File: config.mk
export PLATFORM = sky130hd
export DESIGN_NAME = axi_write_slave
export DESIGN_NICKNAME = d
export VERILOG_FILES = /design/src/rtl/axi_write_slave.sv
export SDC_FILE = /design/constraint.sdc
export NUM_CORES = 1
export LEC_CHECK = 0
export ABC_CLOCK_PERIOD_IN_PS = 3500
export CORE_MARGIN = 4
export CORE_UTILIZATION = 28
export CTS_CLUSTER_SIZE = 28
export DETAILED_ROUTE_END_ITERATION = 6
export GPL_TIMING_DRIVEN = 0
export PLACE_DENSITY = 0.58
export SLEW_MARGIN = 20
export SYNTH_ARGS = -nofsm -noshare
export SYNTH_HDL_FRONTEND = slang
export SYNTH_SLANG_ARGS = --single-unit
File: constraint.sdc
create_clock -name clk -period 3.5 [get_ports clk]
set_clock_uncertainty 0.15 [all_clocks]
set_input_delay 0.35 -clock clk [delete_from_list [all_inputs] [get_ports clk]]
set_output_delay 0.35 -clock clk [all_outputs]
set_load 0.01 [all_outputs]
File: src/rtl/axi_write_slave.sv
// AXI4 write-channel slave: one INCR burst in flight, legality checks, one B per burst.
// Optional byte strobes (WSTRB -> mem_be) are enabled by defining AXI_WSTRB_EN.
module axi_write_slave #(
  parameter int DATA_WIDTH = 32,
  parameter int ADDR_WIDTH = 16,
  parameter int MEM_DEPTH  = 1024
) (
  input  logic                         clk,
  input  logic                         ARESTN,
  input  logic [ADDR_WIDTH-1:0]        AWADDR,
  input  logic [7:0]                   AWLEN,
  input  logic [2:0]                   AWSIZE,
  input  logic                         AWVALID,
  output logic                         AWREADY,
  input  logic [DATA_WIDTH-1:0]        WDATA,
  input  logic                         WVALID,
  input  logic                         WLAST,
  output logic                         WREADY,
  output logic [1:0]                   BRESP,
  output logic                         BVALID,
  input  logic                         BREADY,
  output logic                         mem_we,
  output logic [$clog2(MEM_DEPTH)-1:0] mem_addr,
  output logic [DATA_WIDTH-1:0]        mem_wdata
`ifdef AXI_WSTRB_EN
  ,
  input  logic [DATA_WIDTH/8-1:0]      WSTRB,
  output logic [DATA_WIDTH/8-1:0]      mem_be
`endif
);

  localparam int          MAW       = $clog2(MEM_DEPTH);
  localparam int          SZ_SHIFT  = $clog2(DATA_WIDTH/8);
  localparam logic [31:0] MEM_BYTES = 32'(MEM_DEPTH * DATA_WIDTH / 8);

  typedef enum logic [1:0] {S_IDLE, S_DATA, S_RESP} state_t;

  state_t                  r_state;
  logic                    r_awready;
  logic                    r_wready;
  logic                    r_bvalid;
  logic [1:0]              r_bresp;
  logic                    r_mem_we;
  logic [MAW-1:0]          r_mem_addr;
  logic [DATA_WIDTH-1:0]   r_mem_wdata;
  logic [ADDR_WIDTH-1:0]   r_cur_addr;
  logic [7:0]              r_len;
  logic [2:0]              r_size;
  logic [7:0]              r_beat_cnt;
  logic                    r_err;
`ifdef AXI_WSTRB_EN
  logic [DATA_WIDTH/8-1:0] r_mem_be;
`endif

  logic [31:0] w_bytes;
  logic [31:0] w_page_end;
  logic [31:0] w_end;
  logic        w_aw_err;
  logic        w_last_cnt;
  logic        w_strb_ok;
  logic        w_wlast_err;

  // Burst extent computed 32 bits wide so no sum can wrap.
  assign w_bytes    = (32'(AWLEN) + 32'd1) << AWSIZE;
  assign w_page_end = 32'(AWADDR[11:0]) + w_bytes;
  assign w_end      = 32'(AWADDR) + w_bytes;
  assign w_aw_err   = (AWSIZE > 3'(SZ_SHIFT)) || (w_page_end > 32'd4096) || (w_end > MEM_BYTES);

  assign w_last_cnt  = (r_beat_cnt == r_len);
  assign w_wlast_err = (w_last_cnt != WLAST);

`ifdef AXI_WSTRB_EN
  assign w_strb_ok = |WSTRB;
  assign mem_be    = r_mem_be;
`else
  assign w_strb_ok = 1'b1;
`endif

  always_ff @(posedge clk) begin
    if (!ARESTN) begin
      r_state     <= S_IDLE;
      r_awready   <= 1'b0;
      r_wready    <= 1'b0;
      r_bvalid    <= 1'b0;
      r_bresp     <= 2'b00;
      r_mem_we    <= 1'b0;
      r_mem_addr  <= '0;
      r_mem_wdata <= '0;
      r_cur_addr  <= '0;
      r_len       <= '0;
      r_size      <= '0;
      r_beat_cnt  <= '0;
      r_err       <= 1'b0;
`ifdef AXI_WSTRB_EN
      r_mem_be    <= '0;
`endif
    end else begin
      r_mem_we <= 1'b0;
      case (r_state)
        S_IDLE: begin
          r_awready <= 1'b1;
          if (AWVALID && r_awready) begin
            r_cur_addr <= AWADDR;
            r_len      <= AWLEN;
            r_size     <= AWSIZE;
            r_beat_cnt <= '0;
            r_err      <= w_aw_err;
            r_awready  <= 1'b0;
            r_wready   <= 1'b1;
            r_state    <= S_DATA;
          end
        end
        S_DATA: begin
          if (WVALID && r_wready) begin
            // The beat that raises err is still written; only later beats are suppressed.
            if (!r_err && w_strb_ok) begin
              r_mem_we    <= 1'b1;
              r_mem_addr  <= MAW'(r_cur_addr >> SZ_SHIFT);
              r_mem_wdata <= WDATA;
`ifdef AXI_WSTRB_EN
              r_mem_be    <= WSTRB;
`endif
            end
            r_cur_addr <= r_cur_addr + (ADDR_WIDTH'(1) << r_size);
            r_beat_cnt <= r_beat_cnt + 8'd1;
            if (w_last_cnt || WLAST) begin
              r_wready <= 1'b0;
              r_bvalid <= 1'b1;
              r_bresp  <= (r_err || w_wlast_err) ? 2'b10 : 2'b00;
              r_err    <= r_err || w_wlast_err;
              r_state  <= S_RESP;
            end
          end
        end
        S_RESP: begin
          if (r_bvalid && BREADY) begin
            r_bvalid  <= 1'b0;
            r_awready <= 1'b1;
            r_state   <= S_IDLE;
          end
        end
        default: r_state <= S_IDLE;
      endcase
    end
  end

  assign AWREADY   = r_awready;
  assign WREADY    = r_wready;
  assign BVALID    = r_bvalid;
  assign BRESP     = r_bresp;
  assign mem_we    = r_mem_we;
  assign mem_addr  = r_mem_addr;
  assign mem_wdata = r_mem_wdata;

endmodule
# [Word level (Yosys, flattened, before mapping)]
# Index checks and enable logic that the tools add are counted.
[word_totals] register_bits=86 input_bits=65 out_inout_bits=48
[classes] add_sub_neg=5 order_cmp=3 n_eq_ne=8 shift=2 mux=28 bitwise_logic=1 n_reduce_logical=20
[op_table] operator="32-bit by 13-bit greater-than comparator with 1-bit output (second input constant)" n=2
[op_table] operator="12-bit by 32-bit adder with 32-bit output" n=1
[op_table] operator="16-bit by 32-bit adder with 32-bit output" n=1
[op_table] operator="16-bit 2-to-1 mux" n=2
[op_table] operator="16-bit case mux with 2 select lines" n=1
[op_table] operator="9-bit by 3-bit left shift with 32-bit output" n=1
[op_table] operator="16-bit adder" n=1
[op_table] operator="8-bit 2-to-1 mux" n=2
[op_table] operator="8-bit case mux with 2 select lines" n=1
[op_table] operator="1-bit by 3-bit left shift with 16-bit output (first input constant)" n=1
[op_table] operator="1-bit 2-to-1 mux" n=12
[op_table] operator="3-bit AND reduction" n=4
[op_table] operator="4-bit AND reduction" n=3
[op_table] operator="2-bit 2-to-1 mux" n=5
[op_table] operator="8-bit by 1-bit adder with 9-bit output (second input constant)" n=1
[op_table] operator="8-bit by 1-bit adder with 8-bit output (second input constant)" n=1
[op_table] operator="8-bit == test" n=1
[op_table] operator="2-bit inequality test (second input constant)" n=4
[op_table] operator="1-bit case mux with 2 select lines" n=4
[op_table] operator="2-bit case mux with 3 select lines" n=1
[op_table] operator="2-bit nonzero test" n=3
[op_table] operator="1-bit logical OR" n=4
[op_table] operator="2-bit AND reduction" n=2
[op_table] operator="3-bit by 2-bit greater-than comparator with 1-bit output (second input constant)" n=1
[op_table] operator="6 further kinds" n=8

# [Longest topological paths before layout]
# Gate-level depths: netlist of the first run.
[logic_depth] depth_word=8 mapped_depth=18 depth_no_buf=17

# [Worst setup path before layout of the first run]
# No wires, ideal clock.
[synth_timing] kind="input to register" start="in AWLEN[2]" end="reg r_err" t_arrival_ns=3.398 required_time_ns=3.219 slack_ns=-0.178 cell_stages=17 path_buffers=1 cell_sequence="buf_2 nand3_1 nor3b_1 a31oi_1 o22ai_1 nor2_1 a21oi_1 o22ai_1 ha_1 and3_2 a221oi_2 nor2_2 nor2_2 a21oi_1 or4_1 a2111oi_2 o41ai_2"
[synth_between] elab_chain_len=8 elab_cells_between_ends=10 classes_between="add/sub: 3; order compare: 2; shift: 1; mux: 2; reduce/logical: 2"
[synth_lines] item="from (decl)" line_no="11" text="input logic [7:0] AWLEN,"
[synth_lines] item="8-bit by 1-bit adder with 9-bit output *" line_no="64" text="assign w_bytes = (32'(AWLEN) + 32'd1) << AWSIZE;"
[synth_lines] item="9-bit by 3-bit left shift with 32-bit output *" line_no="64"
[synth_lines] item="12-bit by 32-bit adder with 32-bit output" line_no="65" text="assign w_page_end = 32'(AWADDR[11:0]) + w_bytes;"
[synth_lines] item="32-bit by 13-bit greater-than comparator with 1-bit output" line_no="67" text="assign w_aw_err = (AWSIZE > 3'(SZ_SHIFT)) || (w_page_end > 32'd4096) || (w_end > MEM_BYTES);"
[synth_lines] item="1-bit logical OR" line_no="67"
[synth_lines] item="1-bit logical OR *" line_no="67"
[synth_lines] item="1-bit 2-to-1 mux *" line_no="102" text="if (AWVALID && r_awready) begin"
[synth_lines] item="1-bit case mux with 2 select lines *" line_no="99" text="case (r_state)"
[synth_lines] item="to (signal assigned)" line_no="107" text="r_err <= w_aw_err;"
[synth_lines] item="to (signal assigned)" line_no="130" text="r_err <= r_err || w_wlast_err;"
[synth_lines] item="to (decl)" line_no="50" text="logic r_err;"
# Mark *: on every way between the ends. The rest lies on a longest branch, timed or not. The select of a mux whose other input is x is not followed.
# A chain may end at the register's enable or synchronous reset.

# [Final worst setup path of the first run]
[layout_timing] start="in AWLEN[1]" end="reg r_err"
# Same word-level chain as after synthesis.

==> impl_metrics.env, run 1 <==
export IMPL_grt_usage_pct=14.4
export IMPL_power_density_nw_per_um2=367
export IMPL_post_route_period_util_pct=95.8
export IMPL_synth_seq_area_share_pct=33.5
export IMPL_core_area_um2=16800
export IMPL_synthMuxAreaShare_pct=1.47
export IMPL_ios=113
export IMPL_critPathKind="input pin to flop"
export IMPL_finalHoldViolations=0
export IMPL_cp_required_ps=3560
export IMPL_path_cells="buf_4, ha_4, xor2_2, nor2_1, a211oi_1, a31oi_1, nor2_1, ha_1, a21o_1, a221oi_4, nor2_2, buf_4, nor3_4, o21ai_1, a21bo_2, a2111oi_4, o41ai_2"
export IMPL_switching_share_pct=27.7
export IMPL_async_reset_ff_share_pct=0
export IMPL_slew_viol_final=0
export IMPL_crit_path_top_delay_cell="a2111oi_4"
export IMPL_synthSimpleGateAreaFrac_pct=24.1
export IMPL_synth_cell_types=61
export IMPL_met1_length_um=7140
export IMPL_met2WireLength_um=6400
export IMPL_p_comb_share_pct=23.6
export IMPL_finalWeightedCongestion=0.835
export IMPL_fillCellCount=1723
export IMPL_synth_top_area_share_pct=33.5
export IMPL_grt_pass1_vias=4584
export IMPL_critPathLaunchType="input pin"
export IMPL_synth_compound_area_share_pct=24.4
export IMPL_vias=4857
export IMPL_fin_ws_ps=146
export IMPL_synth_xor_area_share_pct=4.70
export IMPL_max_slew_worst_pin_slew_ps=771
export IMPL_post_drt_via_cell_ratio=4.86
export IMPL_synth_top_family_by_area="compound AO/OA/AOI/OAI gates"
export IMPL_die_x_um=140
export IMPL_wl_per_cell_um=14.6
export IMPL_start_util_pct=28.9
export IMPL_syn_area_um2=4850
export IMPL_final_common_cell="nand2_1"
export IMPL_register_area_um2=1620
export IMPL_grt_start_max_net_pins=15
export IMPL_internal_power_mw=1.88
export IMPL_clkLatencyLatePin_ps=340
export IMPL_portBuffers=108
export IMPL_leakage_nw=2.79
export IMPL_antenna_found_initial=0
export IMPL_cp_end_kind="flop"
export IMPL_reg2reg_from="r_size[0]"
export IMPL_synth_fa_ha_area_share_pct=7.80
export IMPL_clk_pin_slew_ps=60
export IMPL_antenna_cells=0
export IMPL_hold_slack_ps=165
export IMPL_hold_path_class="input pin to flop"
export IMPL_grt_overflow=0
export IMPL_p_clk_share_pct=38.9
export IMPL_cts_buffers=9
export IMPL_synth_main_ff_cell="dfxtp_1"
export IMPL_synth_nets=716
export IMPL_dieArea_um2=19500
export IMPL_critPathMaxStageDelay_ps=380
export IMPL_final_antenna_net_count=0
export IMPL_startpoint="AWLEN[1]"
export IMPL_rows=47
export IMPL_drc=0
export IMPL_place_hpwl_um=10700
export IMPL_relSlewSlack_pct=47.9
export IMPL_drive_gt1_share_pct=15.5
export IMPL_hold_buffers=0
export IMPL_cts_max_path_buffers=2
export IMPL_drt_iter0_drc=250
export IMPL_period_needed_ps=3350
export IMPL_min_delay_start="AWLEN[0]"
export IMPL_worstPathMaxFanout=7
export IMPL_ys_seq_elements=81
export IMPL_root_buffer="clkbuf_16"
export IMPL_clock_sinks=81
export IMPL_synthesis_instances=622
export IMPL_cap_violations=0
export IMPL_cts_tree="yes"
export IMPL_die_h_um=140
export IMPL_nets=868
export IMPL_drt_total_wl_um=14600
export IMPL_crit_arrival_ps=3410
export IMPL_p_switching_mw=0.723
export IMPL_htree_levels=3
export IMPL_status="finished, final reports clean"
export IMPL_synthTopCellsByArea="dfxtp_1 (33%), nand2_1 (11%), a21boi_0 (9.0%), ha_1 (7.0%), xor2_1 (3.1%)"
export IMPL_max_freq_mhz=298
export IMPL_final_cell_mix="nand2_1 (145), clkdlybuf4s50_1 (99), dfxtp_1 (81)"
export IMPL_place_ws_ps=-1260
export IMPL_top_layer="met4"
export IMPL_firstDrtPassIters=4
export IMPL_grt_pass1_wl_um=23300
export IMPL_multi_input_area_um2=3320
export IMPL_power_frac_seq_pct=37.5
export IMPL_syn_area_per_cell_um2=7.79
export IMPL_synth_warning_count=0
export IMPL_vdd_drop_max_v=0.000205
export IMPL_syn2layout_area_growth_pct=46.7
export IMPL_yosysTopAreaCell="dfxtp_1"
export IMPL_setup_viol_count_final=0
export IMPL_synth_edff_count=0
export IMPL_wl_met3_um=838
registers in the layout, indices dropped and copies added (netlist names), 2 cells and up:
name and count:
mem_addr 10, mem_wdata 32, r_beat_cnt 8, r_cur_addr 12, r_len 8, r_size 3, r_state 2
cells in the mapped netlist (2+ instances only):
master / instances
a211oi_1: 6
nand2b_1: 6
nand2_1: 146
or3_1: 3
xor2_1: 17
clkbuf_1: 31
nor2_1: 34
o211a_1: 8
fa_1: 2
nor2b_1: 8
and2_1: 3
ha_1: 27
nor3_1: 13
o22ai_1: 5
buf_2: 3
nand4_1: 6
nor3b_1: 4
nand3_1: 13
mux2i_1: 6
a31oi_1: 7
a21boi_0: 58
o211ai_1: 6
a21oi_1: 28
o21ai_0: 26
inv_1: 12
and3_2: 2
a211o_1: 3
and3_1: 6
nor2_2: 2
dfxtp_1: 81
a21o_1: 5
xnor2_1: 9
o21a_1: 3
nor4_1: 6
power groups by stage:
stage	Combinational (mW)	Sequential (mW)	Clock, mW
after global placement	0.488	0.996	0
after detailed placement	0.489	0.996	0
final	0.616	0.976	1.01
after CTS	0.553	0.976	1.05
after global routing	0.677	0.980	1.08
after floorplan	0.311	0.991	0
metal layers:
metal | GRT usage, % | up-vias
met5 | 0 | -
met4 | 3.11 | 0
met3 | 2.81 | 13
met2 | 22.3 | 141
met1 | 20.7 | 2226
li1 | - | 2477
logic make-up after synthesis:
family,count (synthesis)
buffers and inverters,49
adders and majority gates,29
muxes,7
xor gates and xnor gates,26
AOI/OAI and AO/OA,169
other,1
and+or+nand+nor,260
DFF,81
critical path: cells and delay by family:
family,cells,cell delay (ps)
AOI/OAI and AO/OA,8,1650
adders and majority gates,2,520
and+or+nand+nor,4,400
buffers and inverters,2,290
xor gates and xnor gates,1,190
stage by stage:
stage / std cells / instance area (um^2) / TNS [ps] / utilization, % / total power, mW
6_report: 999 / 7110 / 0 / 42.4 / 2.61
3_3_place_gp: 950 / 6240 / -1260 / 37.2 / 1.48
4_1_cts: 982 / 6820 / 0 / 40.7 / 2.57
2_1_floorplan: 622 / 4880 / 0 / - / 1.30
5_1_grt: 999 / 7110 / -37.6 / 42.4 / 2.74
3_5_place_dp: 950 / 6240 / -1260 / 37.2 / 1.49
final timing paths:
kind,slack (ps),cells past startpoint,to
worst max-delay path,150,17,r_err
worst min-delay path,160,3,r_len[0]
worst max register to register,440,11,r_cur_addr[10]
worst min register to register,310,2,mem_wdata[14]
final cells by class:
| cell class | instances | share of cell area [%] |
|---|---|---|
| clock inverter | 6 | 1.29 |
| multi-input combinational | 492 | 46.7 |
| sequential | 81 | 22.8 |
| timing repair buffer | 141 | 18.6 |
| clock buffer | 10 | 3.22 |
| inverter | 13 | 0.739 |
| tap | 220 | 3.87 |
| buffer | 36 | 2.76 |
timing repair:
action / 4_1_cts / 5_1_grt
endpoints found under the setup margin: 1 / 1
resized for setup: 51 / 54
pin swaps: 14 / 34
setup buffers: 16 / 17
(Power assumes the default switching activity.)
==> inputs of run 2 (changes only) <==
--- a/config.mk
+++ b/config.mk
@@ -5,13 +5,15 @@
 export SDC_FILE = /design/constraint.sdc
 export NUM_CORES = 1
 export LEC_CHECK = 0
+export ABC_AREA = 1
 export ABC_CLOCK_PERIOD_IN_PS = 3500
+export CORE_ASPECT_RATIO = 0.75
 export CORE_MARGIN = 4
-export CORE_UTILIZATION = 28
+export CORE_UTILIZATION = 47
 export CTS_CLUSTER_SIZE = 28
 export DETAILED_ROUTE_END_ITERATION = 6
 export GPL_TIMING_DRIVEN = 0
-export PLACE_DENSITY = 0.58
+export PLACE_DENSITY = 0.84
 export SLEW_MARGIN = 20
 export SYNTH_ARGS = -nofsm -noshare
 export SYNTH_HDL_FRONTEND = slang
==> impl_metrics.env, run 2 <==
export IMPL_grt_start_max_net_pins=13
export IMPL_nets=1008
export IMPL_power_density_nw_per_um2=361
export IMPL_die_h_um=99.6
export IMPL_synthSimpleGateAreaFrac_pct=33.3
export IMPL_synth_warning_count=0
export IMPL_ios=113
export IMPL_critPathLaunchType="input pin"
export IMPL_place_ws_ps=-417
export IMPL_synth_compound_area_share_pct=16.9
export IMPL_final_instance_count_excl_fill=1058
export IMPL_drt_iter0_drc=445
export IMPL_ys_seq_elements=81
export IMPL_final_cell_mix="nand2_1 (135), nor2_1 (130), clkdlybuf4s50_1 (102)"
export IMPL_fin_ws_ps=245
export IMPL_start_util_pct=48.0
export IMPL_cts_max_path_buffers=2
export IMPL_die_x_um=130
export IMPL_syn_area_um2=5260
export IMPL_grtUsageMet2_pct=31.9
export IMPL_setup_viol_count_final=0
export IMPL_vdd_drop_max_v=0.000281
export IMPL_grt_pass1_wl_um=23400
export IMPL_cap_violations=0
export IMPL_cp_end_kind="flop"
export IMPL_grt_use_met1_pct=33.2
export IMPL_slew_viol_final=0
export IMPL_use_met3_pct=4.56
export IMPL_async_reset_ff_share_pct=0
export IMPL_firstDrtPassIters=5
export IMPL_antenna_cells=0
export IMPL_core_area_um2=10900
export IMPL_dieArea_um2=13000
export IMPL_hold_path_class="input pin to flop"
export IMPL_cts_tree="yes"
export IMPL_synth_commonest_cells="nand2_1 (137), nor2_1 (133), o21ai_0 (87)"
export IMPL_cp_required_ps=3570
export IMPL_leakage_nw=3.14
export IMPL_root_buffer="clkbuf_16"
export IMPL_crit_arrival_ps=3320
export IMPL_max_slew_worst_pin_slew_ps=569
export IMPL_synth_top_area_share_pct=30.8
export IMPL_drive_gt1_share_pct=10.0
export IMPL_place_hpwl_um=11400
export IMPL_htree_levels=3
export IMPL_rows=33
export IMPL_synth_cell_types=47
export IMPL_synth_top_family_by_area="simple AND/OR/NAND/NOR gates"
export IMPL_period_needed_ps=3250
export IMPL_dpl_cell_count=1038
export IMPL_synthMuxAreaShare_pct=0.381
export IMPL_synthesis_instances=789
export IMPL_placed_area_um2=6520
export IMPL_synth_xor_area_share_pct=2.50
export IMPL_synth_nets=883
export IMPL_r2r_slack_ps=860
export IMPL_clk_pin_slew_ps=60
export IMPL_finalHoldViolations=0
export IMPL_critPathKind="input pin to flop"
export IMPL_status="finished, final reports clean"
export IMPL_post_drt_via_cell_ratio=5.24
export IMPL_final_common_cell="nand2_1"
export IMPL_drt_total_wl_um=14600
export IMPL_finalWeightedCongestion=0.935
export IMPL_wl_per_cell_um=13.8
export IMPL_synth_edff_count=0
export IMPL_p_total_mw=2.50
export IMPL_vias=5541
export IMPL_grt_overflow=0
export IMPL_portBuffers=109
export IMPL_setup_tns_final_ps=0
export IMPL_yosysTopAreaCell="dfxtp_1"
export IMPL_grt_pass1_vias=4984
export IMPL_clkLatencyLatePin_ps=330
export IMPL_clock_sinks=81
export IMPL_grt_usage_pct=22.1
export IMPL_final_area_um2=6910
export IMPL_synth_fa_ha_area_share_pct=7.19
export IMPL_largest_register_ffs=32
export IMPL_synthTopCellsByArea="dfxtp_1 (31%), nand2_1 (9.8%), nor2_1 (9.5%), o21ai_0 (8.3%), ha_1 (6.4%)"
export IMPL_max_freq_mhz=307
export IMPL_synth_main_ff_cell="dfxtp_1"
export IMPL_drc=0
export IMPL_antenna_found_initial=0
export IMPL_syn2layout_area_growth_pct=31.5
export IMPL_yosys_cell_count_top_type="nand2_1"
export IMPL_rsz0062_at_grt="false"
export IMPL_synth_seq_area_share_pct=30.8
export IMPL_grt_busiest_layer="met1"
export IMPL_worstPathMaxFanout=6
export IMPL_cts_buffers=9
export IMPL_syn_area_per_cell_um2=6.66
export IMPL_final_antenna_net_count=0
export IMPL_post_route_period_util_pct=93.0
export IMPL_relSlewSlack_pct=62.1
-- run 2: what timing repair did --
action | 4_1_cts | 5_1_grt
gates resized for setup | 8 | 29
buffers inserted | 0 | 5
setup endpoints to repair | 1 | 1
pin swaps | 1 | 10
hold buffers | 0 | 0
cloned | 0 | 0
-- run 2: power breakdown --
group | leakage (nW) | internal [mW] | switching (mW)
combinational | 2.35 | 0.261 | 0.359
sequential | 0.657 | 0.959 | 0.0319
clock | 0.138 | 0.533 | 0.354
total | 3.14 | 1.75 | 0.744
-- run 2: area by class of cell --
class / instances / area (um^2)
Buffer: 31 / 169
Multi-Input combinational cell: 599 / 3230
Fill cell: 954 / 4030
Tap cell: 140 / 175
Sequential cell: 81 / 1620
Timing Repair Buffer: 114 / 1140
Clock buffer: 13 / 270
Clock inverter: 2 / 12.5
Inverter: 78 / 295
-- run 2: final timing paths --
check | start | end | cells past startpoint
max | AWLEN[6] | r_err | 23
min | AWLEN[3] | r_len[3] | 3
max reg2reg | r_size[0] | r_cur_addr[10] | 11
min reg2reg | r_beat_cnt[7] | r_beat_cnt[7] | 1
-- run 2: metrics by stage --
step	hold slack (ps)	util [%]
floorplan	296	-
global placement	308	59.6
detailed placement	321	59.6
CTS	301	62.3
global route	255	63.2
finish	241	63.2
-- run 2: cells by family after synthesis --
group                    Yosys count
AO/OA/AOI/OAI                    168
other                              1
multiplexers                       2
AND/OR/NAND/NOR                  384
XOR/XNOR                          15
adder cells (fa/ha/maj)           29
flip-flops                        81
buffers and inverters            109
-- run 2: routing by layer --
layer	up-vias	share of wire, %
li1	2856	-
met1	2466	50
met2	194	42
met3	25	6.7
met4	0	1.9
met5	-	0
-- run 2: worst max-delay path: stages --
cell and delay [ps]:
clkdlybuf4s50_1 470, nand2_1 90, nor2_4 200, nand2_2 80, nand2_1 60, nand3_1 100, nand2_1 120, nor2_1 60
nand2_1 80, o21ai_0 90, ha_1 390, a21oi_1 230, o21ai_1 110, inv_1 80, nand3_1 100, nand2_1 80
nand3_1 70, nor2_1 90, nand2_1 100, nand2_1 70, nand3_1 80, nor2_2 160, nor2_1 60
